`config.mk`:
```
export PLATFORM = sky130hd
export DESIGN_NAME = imem_loader
export DESIGN_NICKNAME = d
export VERILOG_FILES = /design/src/rtl/imem_loader.sv
export SDC_FILE = /design/constraint.sdc
export NUM_CORES = 1
export LEC_CHECK = 0
export BUFFER_PORTS_ARGS = -buffer_cell sky130_fd_sc_hd__buf_2
export CAP_MARGIN = 40
export CORE_MARGIN = 10
export CORE_UTILIZATION = 39
export DETAILED_ROUTE_END_ITERATION = 7
export SYNTH_ARGS = -nofsm -noshare
export SYNTH_HDL_FRONTEND = slang
export SYNTH_SLANG_ARGS = --single-unit
```
`constraint.sdc`:
```
create_clock -name clk -period 2 [get_ports clk]
set_input_delay 0.3 -clock clk [delete_from_list [all_inputs] [get_ports clk]]
set_output_delay 0.3 -clock clk [all_outputs]
set_load 0.01 [all_outputs]
```
`src/rtl/imem_loader.sv`:
```
// rtl/imem_loader.sv - boot loader: length-prefixed word stream into instruction memory, holds core in reset until done.
// Optional trailing XOR checksum word enabled by defining IMEM_LOADER_CHECKSUM_EN.
module imem_loader #(
    parameter int DEPTH = 64,
    parameter int AW    = $clog2(DEPTH)
) (
    input  logic          clk,
    input  logic          reset_n,
    input  logic          in_valid,
    output logic          in_ready,
    input  logic [31:0]   in_data,
    input  logic          reload,
    output logic          we,
    output logic [AW-1:0] wa,
    output logic [31:0]   wd,
    output logic          cpu_reset,
    output logic          done,
    output logic          error,
    output logic [AW:0]   loaded_count
);

    typedef enum logic [2:0] {
        S_COUNT,
        S_LOAD,
        S_RUN,
        S_ERROR
`ifdef IMEM_LOADER_CHECKSUM_EN
        , S_CHECK
`endif
    } state_t;

    state_t        state_q, state_d;
    logic [AW:0]   n_q, n_d;
    logic [AW:0]   cnt_q, cnt_d;
    logic [31:0]   acc_q, acc_d;
    logic          in_ready_q, in_ready_d;
    logic          we_q, we_d;
    logic [AW-1:0] wa_q, wa_d;
    logic [31:0]   wd_q, wd_d;
    logic          cpu_reset_q, cpu_reset_d;
    logic          done_q, done_d;
    logic          error_q, error_d;
    logic          accept;

    assign accept = in_valid && in_ready_q;

    always_comb begin
        state_d     = state_q;
        n_d         = n_q;
        cnt_d       = cnt_q;
        acc_d       = acc_q;
        we_d        = 1'b0;
        wa_d        = wa_q;
        wd_d        = wd_q;
        cpu_reset_d = cpu_reset_q;
        done_d      = done_q;
        error_d     = error_q;
        case (state_q)
            S_COUNT: begin
                if (accept) begin
                    if (in_data == 32'd0 || in_data > 32'(DEPTH)) begin
                        state_d = S_ERROR;
                        error_d = 1'b1;
                    end else begin
                        n_d     = in_data[AW:0];
                        cnt_d   = '0;
                        acc_d   = '0;
                        state_d = S_LOAD;
                    end
                end
            end
            S_LOAD: begin
                if (accept) begin
                    we_d  = 1'b1;
                    wa_d  = cnt_q[AW-1:0];
                    wd_d  = in_data;
                    cnt_d = cnt_q + 1'b1;
                    acc_d = acc_q ^ in_data;
                    if ((cnt_q + 1'b1) == n_q) begin
`ifdef IMEM_LOADER_CHECKSUM_EN
                        state_d = S_CHECK;
`else
                        state_d = S_RUN;
                        done_d  = 1'b1;
`endif
                    end
                end
            end
`ifdef IMEM_LOADER_CHECKSUM_EN
            S_CHECK: begin
                // The checksum word only decides the outcome; it is never written.
                if (accept) begin
                    if (in_data == acc_q) begin
                        state_d = S_RUN;
                        done_d  = 1'b1;
                    end else begin
                        state_d = S_ERROR;
                        error_d = 1'b1;
                    end
                end
            end
`endif
            S_RUN: begin
                if (reload) begin
                    state_d     = S_COUNT;
                    done_d      = 1'b0;
                    cnt_d       = '0;
                    cpu_reset_d = 1'b1;
                end else begin
                    // Released one edge after done so the last write has landed.
                    cpu_reset_d = 1'b0;
                end
            end
            S_ERROR: begin
                if (reload) begin
                    state_d     = S_COUNT;
                    error_d     = 1'b0;
                    cnt_d       = '0;
                    cpu_reset_d = 1'b1;
                end
            end
            default: begin
                state_d = S_COUNT;
            end
        endcase
        in_ready_d = (state_d != S_RUN) && (state_d != S_ERROR);
    end

    always_ff @(posedge clk) begin
        if (!reset_n) begin
            state_q     <= S_COUNT;
            n_q         <= '0;
            cnt_q       <= '0;
            acc_q       <= '0;
            in_ready_q  <= 1'b1;
            we_q        <= 1'b0;
            wa_q        <= '0;
            wd_q        <= '0;
            cpu_reset_q <= 1'b1;
            done_q      <= 1'b0;
            error_q     <= 1'b0;
        end else begin
            state_q     <= state_d;
            n_q         <= n_d;
            cnt_q       <= cnt_d;
            acc_q       <= acc_d;
            in_ready_q  <= in_ready_d;
            we_q        <= we_d;
            wa_q        <= wa_d;
            wd_q        <= wd_d;
            cpu_reset_q <= cpu_reset_d;
            done_q      <= done_d;
            error_q     <= error_d;
        end
    end

    assign in_ready     = in_ready_q;
    assign we           = we_q;
    assign wa           = wa_q;
    assign wd           = wd_q;
    assign cpu_reset    = cpu_reset_q;
    assign done         = done_q;
    assign error        = error_q;
    assign loaded_count = cnt_q;

endmodule

```
==> Yosys cells after proc, flatten, opt, wreduce, memory -nomap -nowiden <==
Cells that the tools add are included.
{ "word_totals": {"reg_bits": 60, "in_bits": 36, "out_inout_bits": 50, "elab_cells": 66} }
{ "classes": {"n_addsub": 1, "magnitude_cmp": 1, "n_eq_ne": 14, "muxes": 22, "n_bitwise": 1, "reduce_logical": 17} }
{ "ops": {"columns": ["operator", "count"], "rows": [
  ["> comparator 32 x 7 -> 1 bit (second input constant)", 1],
  ["logical NOT 32 bit", 1],
  ["2-to-1 mux 7 bit", 4],
  ["one-hot mux 7 bit (3 select lines)", 1],
  ["inequality test 2 bit (second input constant)", 7],
  ["2-to-1 mux 3 bit", 4],
  ["one-hot mux 3 bit (3 select lines)", 1],
  ["2-to-1 mux 1 bit", 8],
  ["AND reduction 4 bit", 2],
  ["adder 7 x 1 -> 7 bit (second input constant)", 1],
  ["equality test 7 bit", 1],
  ["equality test 3 x 2 -> 1 bit (second input constant)", 2],
  ["inequality test 3 x 2 -> 1 bit (second input constant)", 2],
  ["one-hot mux 1 bit (2 select lines)", 3],
  ["AND reduction 2 bit", 3],
  ["nonzero test 2 bit", 3],
  ["AND reduction 5 bit", 1],
  ["equality test 3 x 1 -> 1 bit (second input constant)", 1],
  ["logical NOT 3 bit", 1],
  ["AND reduction 3 bit", 1],
  ["nonzero test 3 bit", 1],
  ["logical AND 1 bit", 2],
  ["2-to-1 mux 2 bit", 1],
  ["inequality test 2 x 1 -> 1 bit (second input constant)", 1],
  ["3 further kinds", 3]
]} }

==> Depth between registers and ports, before layout <==
Gate-level depths: netlist (run 1).
{ "depth": {"word_depth": 7, "ltp_mapped": 7, "depth_no_buf": 6} }

==> Worst setup path before layout (run 1) <==
Ideal clock, no wire load.
{ "synth_path": {"path_type": "register to register", "startpoint": "register cnt_q[0] (netlist: loaded_count[0])", "endpoint": "register in_ready_q (netlist: in_ready)", "setup_time_ns": 0.136, "arrival_ns": 1.683, "required_time_ns": 1.864, "path_slack_ns": 0.181, "path_stages_with_launch": 7, "path_buffers": 0, "synth_period_minus_slack_ns": 1.819, "path_cell_list": "dfxtp_1 -> ha_1 -> nand4_1 -> xnor2_1 -> nand3_1 -> nor4_1 -> o21ai_0"} }
{ "synth_via": {"elab_chain_len": 7, "word_cells_on_any_way": 8, "classes_between": "1 x add/sub; 3 x eq/ne; 3 x mux; 1 x reduce/logical"} }
{ "synth_lines": {"columns": ["element", "line", "text"], "rows": [
  ["from (decl)", "34", "logic [AW:0] cnt_q, cnt_d;"],
  ["from (signal assigned)", "145", "cnt_q <= cnt_d;"],
  ["adder 7 x 1 -> 7 bit *", "79", "if ((cnt_q + 1'b1) == n_q) begin"],
  ["equality test 7 bit *", "79", null],
  ["2-to-1 mux 3 bit *", "79", null],
  ["2-to-1 mux 3 bit *", "73", "if (accept) begin"],
  ["one-hot mux 3 bit (3 select lines) *", "58", "case (state_q)"],
  ["inequality test 3 x 2 -> 1 bit", "126", "in_ready_d = (state_d != S_RUN) && (state_d != S_ERROR);"],
  ["logical AND 1 bit *", "126", null],
  ["to (signal assigned)", "147", "in_ready_q <= in_ready_d;"],
  ["to (decl)", "36", "logic in_ready_q, in_ready_d;"]
]} }
Every way passes the cells marked *; elsewhere a longest branch is shown, timed or not.
A chain may end at the register's enable or synchronous reset.

==> Worst setup path in the final report (run 1) <==
{ "layout_path": {"startpoint": "register cnt_q[1] (netlist: loaded_count[1])", "endpoint": "register in_ready_q (netlist: in_ready)"} }
The elaborated chain is that of the path after synthesis.

==> flow_metrics.env, run 1 <==
export IMPL_finClkSkew_ns=0.00471
export IMPL_status="complete, no violations"
export IMPL_min_period_ns=1.81
export IMPL_wirelength_mm=6.85
export IMPL_clk_pin_slew_ns=0.07
export IMPL_crit_slowest_cell="dfxtp_1"
export IMPL_coreArea_um2=6420
export IMPL_synth_most_common_cell="nand2_1"
export IMPL_synth_area_leader_cell="dfxtp_1"
export IMPL_critPathArrivalTime_ns=2.02
export IMPL_synth_common_cells="nand2_1, dfxtp_1, a21boi_0"
export IMPL_hp_class="in -> reg"
export IMPL_gp_congestion=0.783
export IMPL_synth_seq_cells=60
export IMPL_cts_buffers=9
export IMPL_root_buffer="clkbuf_8"
export IMPL_ant_nets=0
export IMPL_ff_latch_area_um2=1200
export IMPL_synth_top_area_share_pct=46.2
export IMPL_diodes=0
export IMPL_crit_fanout=6
export IMPL_h_tree_depth=3
export IMPL_die_h_um=102
export IMPL_max_cap_viol_count=0
export IMPL_ys_seq_area_share_pct=46.2
export IMPL_finalSetupViolations=0
export IMPL_drc=0
export IMPL_power_density_nw_per_um2=697
export IMPL_initial_core_util_pct=40.5
export IMPL_drt_pass1_iter_count=4
export IMPL_dr_total_vias=2308
export IMPL_antenna_found_initial=0
export IMPL_rsz0062_at_grt="no"
export IMPL_leakage_nw=1.42
export IMPL_synth_area_per_cell_um2=8.67
export IMPL_multi_input_area_um2=1330
export IMPL_clock_latency_ns=0.33
export IMPL_clock_fmax_mhz=554
export IMPL_slowest_delay_ns=0.44
export IMPL_post_dp_hpwl_mm=5.07
export IMPL_ioPinCount=86
export IMPL_hold_slack_ns=0.223
export IMPL_hold_viol_final=0
export IMPL_endpoint_kind="flip-flop"
export IMPL_die_w_um=102
export IMPL_drt_wirelength_per_cell_um=14.4
export IMPL_synthFlopType="dfxtp_1"
export IMPL_holdBufCountCts=0
export IMPL_synth_area_leaders="dfxtp_1, nand2_1, a21boi_0"
export IMPL_dp_cells=458
export IMPL_overflow=0
export IMPL_setup_ws_ns=0.194
export IMPL_synth_area_um2=2600
export IMPL_ir_drop_mv=0.335
export IMPL_pre_cts_slack_ns=0.0119
export IMPL_cts_num_sinks=60
export IMPL_fin_cells=474
export IMPL_synthCells=300
export IMPL_crit_type="reg -> reg"
export IMPL_syn_nets=337
export IMPL_synth_edf_count=0
export IMPL_cp_cell_sequence="ha_1 > nand4_1 > xnor2_1 > nand3_1 > nor4_2 > buf_4 > o21ai_0"
export IMPL_tns_ns=0
export IMPL_die_area_um2=10300
export IMPL_final_nets=429
export IMPL_min_period_over_period_pct=90.3
export IMPL_grt_max_degree=50
export IMPL_drtIter0Drc=46
export IMPL_port_buffers=85
export IMPL_layout_area_overhead_vs_synth_pct=28.0
export IMPL_cts_tree="yes"
export IMPL_critPathRequiredTime_ns=2.21
export IMPL_synth_cell_types=41
export IMPL_startpoint_type="flip-flop"
export IMPL_post_cts_buffers=0
export IMPL_final_util_pct=51.9
export IMPL_cts_buffer_depth=2
export IMPL_grt_pass1_vias=2366
export IMPL_drive_gt1_share_pct=31.5
export IMPL_rows=29
export IMPL_grt_usage_pct=13.4
export IMPL_fill_cells=667
export IMPL_ys_warn_count=0
export IMPL_slew_violations=0
export IMPL_async_reset_ff_share_pct=0
export IMPL_vias_per_cell=4.87
export IMPL_grt_pass1_wl_mm=11.1
[per-stage QoR]
step	cell area, µm²	power [W]
2_1_floorplan	2600	0.00132
3_3_place_gp	3160	0.00140
3_5_place_dp	3160	0.00140
4_1_cts	3320	0.00236
5_1_grt	3330	0.00242
6_report	3330	0.00232
[worst max-delay path, delay by kind of cell (launching register included)]
kind / cells / cell delay [ns]
AO/OA/AOI/OAI: 1 / 0.07
XOR/XNOR: 1 / 0.21
adder cells (fa/ha/maj): 1 / 0.21
buffers and inverters: 1 / 0.16
flip-flops: 1 / 0.44
AND/OR/NAND/NOR: 3 / 0.60
[where the power goes]
group	switching [W]	internal [W]
Combinational	0.0000866	0.0000679
Clock	0.000472	0.000474
Sequential	0.0000111	0.00121
[layout make-up]
cell class / count / share of cell area, %
clock buffers: 11 / 4.24
flip-flops and latches: 60 / 36.1
clock inverters: 5 / 0.826
repair buffers: 97 / 15.5
multi-input cells: 219 / 39.9
well taps: 77 / 2.89
inverters: 5 / 0.563
[cells in the final DEF, fill, tap and decap left out, types with 3 or more instances in the layout]
cell	n
xnor2_1	11
dfxtp_1	60
clkbuf_8	10
nor3_1	3
nor2_1	5
inv_1	5
mux2i_1	8
clkinv_2	4
buf_4	12
nand4_1	3
nand3_1	9
nand2_1	85
o21ai_0	6
a21boi_0	39
nor2b_1	8
a21oi_1	5
nor4_1	6
buf_2	85
[state kept, by name, summed over array words and instances (netlist names)]
register and count:
error 1, done 1, wd 32, we 1, wa 6, loaded_count 7
state_q 3, n_q 7, cpu_reset 1, in_ready 1
[per-layer routing]
layer	global-route usage (%)	share of wire, %
met5	0	0
met4	5.94	1.0
met3	6.81	11
met2	20.0	43
met1	15.8	45
[logic make-up after synthesis]
group           count (synthesis)  synth area share, %
other cells                     1                0.144
flops                          60                 46.2
compound gates                 64                 18.7
fa+ha+maj                       1                0.481
simple gates                  132                 24.0
buf+inv                        21                 3.13
xor+xnor                       13                 4.38
mux                             8                 3.08
[what timing repair did]
item                       in CTS  in global routing
setup endpoints to repair       0                  1
hold endpoints to repair        0                  0
gates resized for setup         0                  1
[final timing paths]
kind	start	to	slack, ns	cells past startpoint
worst max-delay path	loaded_count[1]	in_ready	0.19	7
worst min-delay path	in_data[14]	wd[14]	0.22	3
worst max register to register	loaded_count[1]	in_ready	0.19	7
worst min register to register	wd[19]	wd[19]	0.46	2
Power figures use the tool's default switching activity.
==> run 2, diff against run 1 <==
- GPL_TIMING_DRIVEN: unset -> 0
==> run 2 against run 1 <==
Against the previous run:
- non-clock buffer count up 4
- first-iteration DRC count unchanged
- setup slack got worse by 0.026 ns
- global-route usage grew 0.76 points
- die area unchanged
- sequential power is essentially flat
- combinational power up 6%
- sequential share of layout area is 0.38 points lower
- power is 7.5% higher
- critical path depth shrank 1
- design area grew 1.3%
- largest cell class unchanged
==> flow_metrics.env, run 2 (synthesis results as in run 1) <==
export IMPL_hp_class="in -> reg"
export IMPL_largest_reg_flops=32
export IMPL_drive_gt1_share_pct=31.0
export IMPL_cts_buffer_depth=2
export IMPL_overflow=0
export IMPL_clk_pin_slew_ns=0.07
export IMPL_maxUsedRoutingLayer="met4"
export IMPL_hold_viol_final=0
export IMPL_setup_ws_ns=0.167
export IMPL_crit_type="reg -> reg"
export IMPL_die_area_um2=10300
export IMPL_coreArea_um2=6420
export IMPL_cts_buffers=9
export IMPL_port_buffers=85
export IMPL_endpoint_kind="flip-flop"
export IMPL_ir_drop_mv=0.489
export IMPL_grt_pass1_wl_mm=11.7
export IMPL_rows=29
export IMPL_final_common_cell="buf_2"
export IMPL_crit_fanout=7
export IMPL_worst_pin_slew_ns=0.513
export IMPL_root_buffer="clkbuf_8"
export IMPL_critPathRequiredTime_ns=2.21
export IMPL_final_nets=433
export IMPL_drt_pass1_iter_count=4
export IMPL_gp_congestion=0.828
export IMPL_clock_latency_ns=0.33
export IMPL_grt_max_degree=11
export IMPL_finClkSkew_ns=0.00715
export IMPL_h_tree_depth=3
export IMPL_wirelength_mm=7.15
export IMPL_startpoint_type="flip-flop"
export IMPL_finalSetupViolations=0
export IMPL_drt_wirelength_per_cell_um=15.0
export IMPL_routed_wl_met3_um=729
export IMPL_pre_cts_slack_ns=-0.197
export IMPL_die_h_um=102
export IMPL_status="complete, no violations"
export IMPL_multi_input_area_um2=1360
export IMPL_layout_area_overhead_vs_synth_pct=29.7
export IMPL_grt_usage_pct=14.2
export IMPL_min_period_over_period_pct=91.6
export IMPL_initial_core_util_pct=40.5
export IMPL_drtIter0Drc=46
export IMPL_rsz0062_at_grt="no"
export IMPL_critPathArrivalTime_ns=2.04
export IMPL_cts_num_sinks=60
export IMPL_clock_fmax_mhz=546
export IMPL_leakage_nw=1.41
export IMPL_wl_met2_mm=3.18
export IMPL_grt_pass1_vias=2497
export IMPL_final_cell_mix="buf_2, nand2_1, dfxtp_1"
export IMPL_power_density_nw_per_um2=740
export IMPL_dr_total_vias=2383
export IMPL_vias_per_cell=5.00
export IMPL_max_cap_viol_count=0
export IMPL_drc=0
export IMPL_fill_cells=642
export IMPL_die_w_um=102
export IMPL_m1WireLength_mm=3.18
export IMPL_post_dp_cell_area_um2=3120
export IMPL_antenna_found_initial=0
export IMPL_cts_tree="yes"
export IMPL_min_period_ns=1.83
export IMPL_diodes=0
export IMPL_post_dp_hpwl_mm=5.50
export IMPL_ioPinCount=86
export IMPL_slew_violations=0
export IMPL_ant_nets=0
export IMPL_max_slew_margin_pct=65.8
export IMPL_final_util_pct=52.5
export IMPL_final_cell_area_um2=3370
export IMPL_ff_latch_area_um2=1200
export IMPL_post_cts_buffers=0
run 2: timing repair:
item,in CTS,in global routing
pin swaps,0,1
resized for setup,5,9
setup endpoints to repair,23,27
hold buffers,0,0
run 2: metal layers:
layer	track usage [%]	vias up
met1	16.6	1088
met3	6.81	8
li1	-	1209
met4	5.39	0
met2	22.0	78
met5	0	-
run 2: power by group:
part	total, W	switching (W)	internal (W)
Combinational	0.000165	0.0000953	0.0000694
Clock	0.00111	0.000479	0.000634
Sequential	0.00122	0.00000865	0.00121
Total	0.00250	0.000583	0.00191
run 2: final timing paths:
kind,from,endpoint,slack (ns),cells after the start
min,in_data[28],wd[28],0.22,3
max,loaded_count[2],in_ready,0.17,6
max reg2reg,loaded_count[2],in_ready,0.17,6
min reg2reg,wd[12],wd[12],0.46,2
run 2: through the flow:
step                hold WS [ns]  power [W]  instances  TNS (ns)
global placement           0.447    0.00141        462     -1.80
finish                     0.220    0.00250        477         0
global route               0.224    0.00260        477         0
floorplan                  0.445    0.00132        300         0
CTS                        0.213    0.00251        477         0
detailed placement         0.454    0.00141        462     -2.59
run 2: critical path: stages, from the launching register on:
cell and delay [ns]:
dfxtp_1 0.48, and2_1 0.23, nand4_1 0.18, xnor2_1 0.20, nand3_1 0.15, nor4_4 0.35
o21ai_0 0.12
run 2: layout make-up:
type	count	share of cell area [%]
Inverter	5	0.556
Multi-Input combinational cell	219	40.4
Tap cell	77	2.86
Sequential cell	60	35.7
Buffer	16	2.00
Clock inverter	4	1.45
Clock buffer	11	4.49
Timing Repair Buffer	85	12.6
